==> src/rtl/phase_timer.sv <==
// rtl/phase_timer.sv - preset-loaded countdown timer with run/pause control
//
// Purpose: loads a phase-dependent preset and counts it down on i_tick,
// pausing while i_hold is high, pulsing o_done at expiry and o_err when
// an illegal load (phase G with i_specific=1) is rejected.
//
// Ports:
//   i_clk       clock, rising-edge active
//   i_rst_n     asynchronous active-low reset
//   i_load      load request for the preset selected by i_state/i_specific
//   i_state     phase code: E=00, A=01, G=10, L=11
//   i_specific  alternate preset for A; makes a G load illegal
//   i_tick      single-cycle count enable
//   i_hold      freezes counting while high
//   o_count     remaining time (registered)
//   o_busy      high in RUN or PAUSE (registered)
//   o_done      one-cycle expiry pulse (registered)
//   o_err       one-cycle rejected-load pulse (registered)
module phase_timer #(
  parameter int WIDTH  = 6,
  parameter int P_E    = 30,
  parameter int P_A    = 15,
  parameter int P_A_SP = 22,
  parameter int P_G    = 30,
  parameter int P_L    = 5
) (
  input  logic             i_clk,
  input  logic             i_rst_n,
  input  logic             i_load,
  input  logic [1:0]       i_state,
  input  logic             i_specific,
  input  logic             i_tick,
  input  logic             i_hold,
  output logic [WIDTH-1:0] o_count,
  output logic             o_busy,
  output logic             o_done,
  output logic             o_err
);

  localparam int MAXV = (1 << WIDTH) - 1;

  // Presets are clamped to [1, 2^WIDTH-1] so a loaded countdown always
  // takes at least one tick and never truncates to a wrong value.
  function automatic logic [WIDTH-1:0] sat(input int p);
    if (p > MAXV) return WIDTH'(MAXV);
    else if (p <= 0) return WIDTH'(1);
    else return WIDTH'(p);
  endfunction

  localparam logic [WIDTH-1:0] L_E    = sat(P_E);
  localparam logic [WIDTH-1:0] L_A    = sat(P_A);
  localparam logic [WIDTH-1:0] L_A_SP = sat(P_A_SP);
  localparam logic [WIDTH-1:0] L_G    = sat(P_G);
  localparam logic [WIDTH-1:0] L_L    = sat(P_L);

  typedef enum logic [1:0] {S_IDLE, S_RUN, S_PAUSE} state_t;

  state_t           r_fsm;
  logic [WIDTH-1:0] r_count;
  logic             r_busy;
  logic             r_done;
  logic             r_err;

  logic [WIDTH-1:0] w_preset;
  logic             w_reject;

  always_comb begin
    w_preset = L_E;
    case (i_state)
      2'b00:   w_preset = L_E;
      2'b01:   w_preset = i_specific ? L_A_SP : L_A;
      2'b10:   w_preset = L_G;
      default: w_preset = L_L;
    endcase
  end

  assign w_reject = (i_state == 2'b10) && i_specific;

  always_ff @(posedge i_clk or negedge i_rst_n) begin
    if (!i_rst_n) begin
      r_fsm   <= S_IDLE;
      r_count <= '0;
      r_busy  <= 1'b0;
      r_done  <= 1'b0;
      r_err   <= 1'b0;
    end else begin
      r_done <= 1'b0;
      r_err  <= 1'b0;
      // A load cycle (accepted or rejected) consumes tick and hold.
      if (i_load) begin
        if (w_reject) begin
          r_err <= 1'b1;
        end else begin
          r_count <= w_preset;
          r_busy  <= 1'b1;
          r_fsm   <= i_hold ? S_PAUSE : S_RUN;
        end
      end else begin
        case (r_fsm)
          S_RUN: begin
            if (i_hold) begin
              r_fsm <= S_PAUSE;
            end else if (i_tick) begin
              if (r_count <= WIDTH'(1)) begin
                r_count <= '0;
                r_fsm   <= S_IDLE;
                r_busy  <= 1'b0;
                r_done  <= 1'b1;
              end else begin
                r_count <= r_count - WIDTH'(1);
              end
            end
          end
          S_PAUSE: begin
            // Release cycle only resumes RUN; its tick is dropped.
            if (!i_hold) r_fsm <= S_RUN;
          end
          default: begin
            r_fsm   <= S_IDLE;
            r_count <= '0;
            r_busy  <= 1'b0;
          end
        endcase
      end
    end
  end

  assign o_count = r_count;
  assign o_busy  = r_busy;
  assign o_done  = r_done;
  assign o_err   = r_err;

endmodule

==> config.mk <==
export PLATFORM = sky130hd
export DESIGN_NAME = phase_timer
export DESIGN_NICKNAME = d
export VERILOG_FILES = /design/src/rtl/phase_timer.sv
export SDC_FILE = /design/constraint.sdc
export NUM_CORES = 1
export LEC_CHECK = 0
export BUFFER_PORTS_ARGS = -buffer_cell sky130_fd_sc_hd__buf_2
export CORE_UTILIZATION = 45
export DETAILED_ROUTE_END_ITERATION = 10
export GPL_TIMING_DRIVEN = 0
export PLACE_DENSITY = 0.65
export SLEW_MARGIN = 20
export SYNTH_ARGS = -nofsm -noshare
export SYNTH_HDL_FRONTEND = slang
export SYNTH_SLANG_ARGS = --single-unit
==> constraint.sdc <==
create_clock -name i_clk -period 3.6 [get_ports i_clk]
set_clock_uncertainty 0.15 [all_clocks]
set_input_delay 0.54 -clock i_clk [delete_from_list [all_inputs] [get_ports i_clk]]
set_output_delay 0.54 -clock i_clk [all_outputs]
set_load 0.01 [all_outputs]
; Word level (Yosys, flattened, before mapping)
; Index checks and enable logic that the tools add are counted.
[word_totals]
ff_bits = 11
latchBits = 0
ramBits = 0
romBits = 0
inputBits = 8
out_inout_bits = 9
word_cells = 54
mem_count = 0
[classes]
addsub = 1
n_mul = 0
n_div = 0
order_cmp = 1
eq_ne = 12
shifts = 0
mux = 29
bitwise_logic = 0
n_reduce_logical = 6
[ops]
columns = op, n
row1 = 2-to-1 mux 6 bit, 5
row2 = 2-to-1 mux 2 bit, 7
row3 = 2-to-1 mux 1 bit, 12
row4 = "!= test 3 bit, second input constant", 4
row5 = one-hot mux 6 bit (2 select lines), 1
row6 = one-hot mux 5 bit (2 select lines), 1
row7 = "!= test 4 bit, second input constant", 2
row8 = AND reduction 4 bit, 2
row9 = "less-or-equal comparator 6 x 1 -> 1 bit, second input constant", 1
row10 = "subtractor 6 x 1 -> 6 bit, second input constant", 1
row11 = 2-to-1 mux 5 bit, 1
row12 = AND reduction 5 bit, 1
row13 = "== test 2 x 1 -> 1 bit, second input constant", 2
row14 = "== test 2 bit, second input constant", 2
row15 = "!= test 2 bit, second input constant", 2
row16 = one-hot mux 2 bit (2 select lines), 1
row17 = zero test 2 bit, 1
row18 = one-hot mux 1 bit (2 select lines), 1
row19 = OR reduction 2 bit, 1
row20 = logical AND 1 bit, 1

; Longest topological paths before layout
[depth]
word_depth = 6
ltp_mapped = 6
mapped_depth_nobuf = 6

; Worst setup path after synthesis
; No wires, ideal clock.
[synth_path]
path_kind = flip-flop to flip-flop
start = register r_count[0], in the netlist o_count[0]
end = register r_fsm[0]
setup_time_ns = 0.111
t_arrival_ns = 1.584
required_time_ns = 3.339
slack_ns = 1.755
path_stages_with_launch = 6
n_path_buf = 0
synth_period_minus_slack_ns = 1.845
cell_sequence = dfrtp_1 > inv_1 > ha_1 > or2_1 > a311o_1 > a222oi_1
[synth_via]
elab_chain_cells = 3
[synth_rtl]
columns = element, line_no
row1 = "start, declared", 59  ; logic [WIDTH-1:0] r_count;
row2 = "start signal, assigned", 94  ; r_count <= w_preset;
row3 = "start signal, assigned", 110  ; r_count <= r_count - WIDTH'(1);
row4 = less-or-equal comparator 6 x 1 -> 1 bit, 104  ; if (r_count <= WIDTH'(1)) begin
row5 = != test 4 bit (no line), n/a
row6 = AND reduction 4 bit (no line), n/a
row7 = "end signal, assigned", 96  ; r_fsm <= i_hold ? S_PAUSE : S_RUN;
row8 = "end, declared", 58  ; state_t r_fsm;
; Every way passes these cells.
; A chain may end at the register's enable or synchronous reset.

; Final worst setup path
[layout_path]
start = register r_fsm[1]
end = register r_count[5], in the netlist o_count[5]
[layout_via]
elab_chain_cells = 3
elab_cells_between_ends = 8
classes_between = eq/ne (5) / mux (2) / reduce/logical (1)
[layout_rtl]
columns = element, line_no
row1 = == test 2 x 1 -> 1 bit / == test 2 bit (equally long branches), 99  ; case (r_fsm)
row2 = "!= test 3 bit (no line), or another cell as far along", n/a
row3 = AND reduction 4 bit (no line) / 2-to-1 mux 6 bit (equally long branches), n/a
; Parallel ways exist; a longest one is shown, timed or not.

==> impl_metrics.env <==
export IMPL_drc=0
export IMPL_holdCritPathClass="primary input to register"
export IMPL_dpl_hpwl_um=1270
export IMPL_clk_latency_ns=0.28
export IMPL_ys_seq_elements=11
export IMPL_ys_async_sr_fraction=1.00
export IMPL_fmax_ghz=0.499
export IMPL_stdcell_area_um2=897
export IMPL_period_needed_ns=2.00
export IMPL_rows=14
export IMPL_arrival_ns=2.02
export IMPL_vias_per_cell=5.72
export IMPL_rsz0062_at_grt="false"
export IMPL_grt_pass1_vias=608
export IMPL_crit_type="register to register"
export IMPL_maxSlewViolCount=0
export IMPL_p_leak_nw=0.458
export IMPL_cts_sinks=11
export IMPL_min_to="o_done"
export IMPL_cts_resized=0
export IMPL_synth_distinct_cells=37
export IMPL_yosysTopAreaCell="dfrtp_1"
export IMPL_drive_above_1_share=0.240
export IMPL_firstDrtPassIters=4
export IMPL_cts_tree="done"
export IMPL_clkPwrFrac=0.234
export IMPL_wl_per_cell_um=14.3
export IMPL_grt_max_degree=12
export IMPL_grt_overflow=0
export IMPL_start_util=0.494
export IMPL_drt_initial_drc_count=13
export IMPL_post_route_util=0.582
export IMPL_rr_startpoint="r_fsm[1]"
export IMPL_r2r_cells=6
export IMPL_p_switching_uw=143
export IMPL_fillers=147
export IMPL_peakVddDrop_v=0.000265
export IMPL_seqPwrFrac=0.427
export IMPL_numCtsBuffers=3
export IMPL_vias=686
export IMPL_final_antenna_net_count=0
export IMPL_fp_dieH_um=43.1
export IMPL_report_final_hold_viol_count=0
export IMPL_numPortBuffers=16
export IMPL_syn2layout_area_growth_pct=17.9
export IMPL_yosysWarnings=0
export IMPL_worst_slew_pin_slew_ns=0.428
export IMPL_dp_slack_ns=1.58
export IMPL_max_slew_margin=0.714
export IMPL_total_power_uw=385
export IMPL_die_w_um=43.1
export IMPL_crit_chain="inv_1 > ha_1 > and2b_1 > a211oi_4 > o21ai_1 > a32o_1"
export IMPL_crit_slowest_cell="a211oi_4"
export IMPL_max_stage_delay_ns=0.43
export IMPL_final_common_cell="buf_2"
export IMPL_critPathCaptureType="register"
export IMPL_clock_root_buffer="clkbuf_4"
export IMPL_layoutNonFillerInstCount=120
export IMPL_synth_edf_count=0
export IMPL_die_area_um2=1860
export IMPL_fin_ws_ns=1.60
export IMPL_clkTransAtPathRegs_ns=0.07
export IMPL_setup_viol=0
export IMPL_cap_viol_max_count=0
export IMPL_core_area_um2=1540
export IMPL_synthDominantCellAreaShare=0.362
export IMPL_tns_ns=0
export IMPL_timing_hold_ws_ns=0.347
export IMPL_grt_pass1_wl_um=2870
export IMPL_critPathLaunchType="register"
export IMPL_groute_usage_overall=0.212
export IMPL_synth_area_um2=761
export IMPL_final_nets=117
export IMPL_postCtsSetupBuffers=0
export IMPL_placed_area_um2=861
export IMPL_rrSetupSlack_ns=1.60
export IMPL_combPwrFrac=0.340
export IMPL_internal_power_uw=242
export IMPL_drt_total_wl_um=1720
export IMPL_synth_top_flop_cell="dfrtp_1"
export IMPL_clockBufferDepth=2
export IMPL_syn_inst=83
export IMPL_placed_cells=115
export IMPL_crit_fanout=9
export IMPL_gp_routability_congestion=0.808
export IMPL_required_ns=3.62
export IMPL_min_period_over_period=0.557
export IMPL_syn_nets=95
export IMPL_syn_area_per_cell_um2=9.17
export IMPL_holdCritStartpoint="i_hold"
export IMPL_final_cell_mix="16 x buf_2, 11 x dfrtp_1, 10 x nand2_1"
export IMPL_reg2reg_to="o_count[5]"
export IMPL_diodes=0
export IMPL_outcome="finished clean"
export IMPL_ioPinCount=17
export IMPL_antenna_found_initial=0
export IMPL_htree_levels=1
export IMPL_switching_share=0.371
export IMPL_p_per_area_nw_per_um2=429
export IMPL_synth_area_top_cells="dfrtp_1 36%, ha_1 6.6%, nand2_1 4.9%"
export IMPL_min_path_cells=2
export IMPL_ys_seq_area_frac=0.362
cells in the mapped netlist, types with 2 or more instances:
library cell  number
dfrtp_1           11
nand2b_1           2
ha_1               4
nor3_1             2
nor4_1             2
a22o_1             2
and2b_1            2
a21oi_1            6
o21ai_0            2
nand2_1           10
nor2_1             4
a31oi_1            2
inv_1              8
o21ai_1            3
area by class of cell:
type                       instances  area, um^2  area share
multi-input combinational         63         448       0.499
sequential                        11         275       0.307
timing repair buffer              17        90.1       0.100
inverter                           8        30.0      0.0335
clock buffer                       4        26.3      0.0293
tap                               16        20.0      0.0223
buffer                             1        7.51     0.00837
logic make-up (layout without fill, tap and decap cells):
kind of cell	count (synthesis)	after routing	share of synthesized area
AND/OR/NAND/NOR	31	31	0.248
flip-flops	11	11	0.362
adder cells (fa/ha/maj)	4	4	0.0658
buffers and inverters	9	30	0.0493
AO/OA/AOI/OAI	28	28	0.275
registers in the layout (all words and copies together) (netlist names):
register and flops:
o_busy 1, o_count 6, o_done 1, o_err 1
r_fsm 2
per-layer routing:
| layer | vias up | part of all wire | global-route usage |
|---|---|---|---|
| met5 | - | 0 | 0 |
| met4 | 0 | 0.025 | 0.109 |
| met3 | 5 | 0.040 | 0.0511 |
| met2 | 19 | 0.43 | 0.304 |
| met1 | 309 | 0.50 | 0.292 |
| li1 | 353 | - | - |
how the worst max path moves through the flow:
stage	start	endpoint	depth (start not counted)
after floorplan	o_count[0]	r_fsm[0]	5
after global placement	i_load	r_fsm[0]	5
after detailed placement	i_load	r_fsm[0]	5
after CTS	r_fsm[1]	o_count[5]	6
after global routing	r_fsm[1]	o_count[5]	6
final	r_fsm[1]	o_count[5]	6
power groups by stage:
| stage | clock (mW) | combinational [mW] | sequential [mW] |
|---|---|---|---|
| after CTS | 0.0903 | 0.130 | 0.164 |
| after global routing | 0.0985 | 0.146 | 0.168 |
| after floorplan | 0 | 0.0833 | 0.169 |
| after global placement | 0 | 0.127 | 0.167 |
| final | 0.0899 | 0.131 | 0.164 |
| after detailed placement | 0 | 0.129 | 0.167 |
critical path: cells and delay by family (launching register included):
kind / cells / cell delay [ns]
and+or+nand+nor: 1 / 0.25
DFF: 1 / 0.40
adders and majority gates: 1 / 0.25
buffers and inverters: 1 / 0.06
AOI/OAI and AO/OA: 3 / 0.79
repair_timing:
item | CTS | global route
endpoints found under the hold margin | 11 | 0
endpoints found under the setup margin | 0 | 0
hold buffers | 1 | 0
No activity file was read; power rests on OpenSTA's default activity.
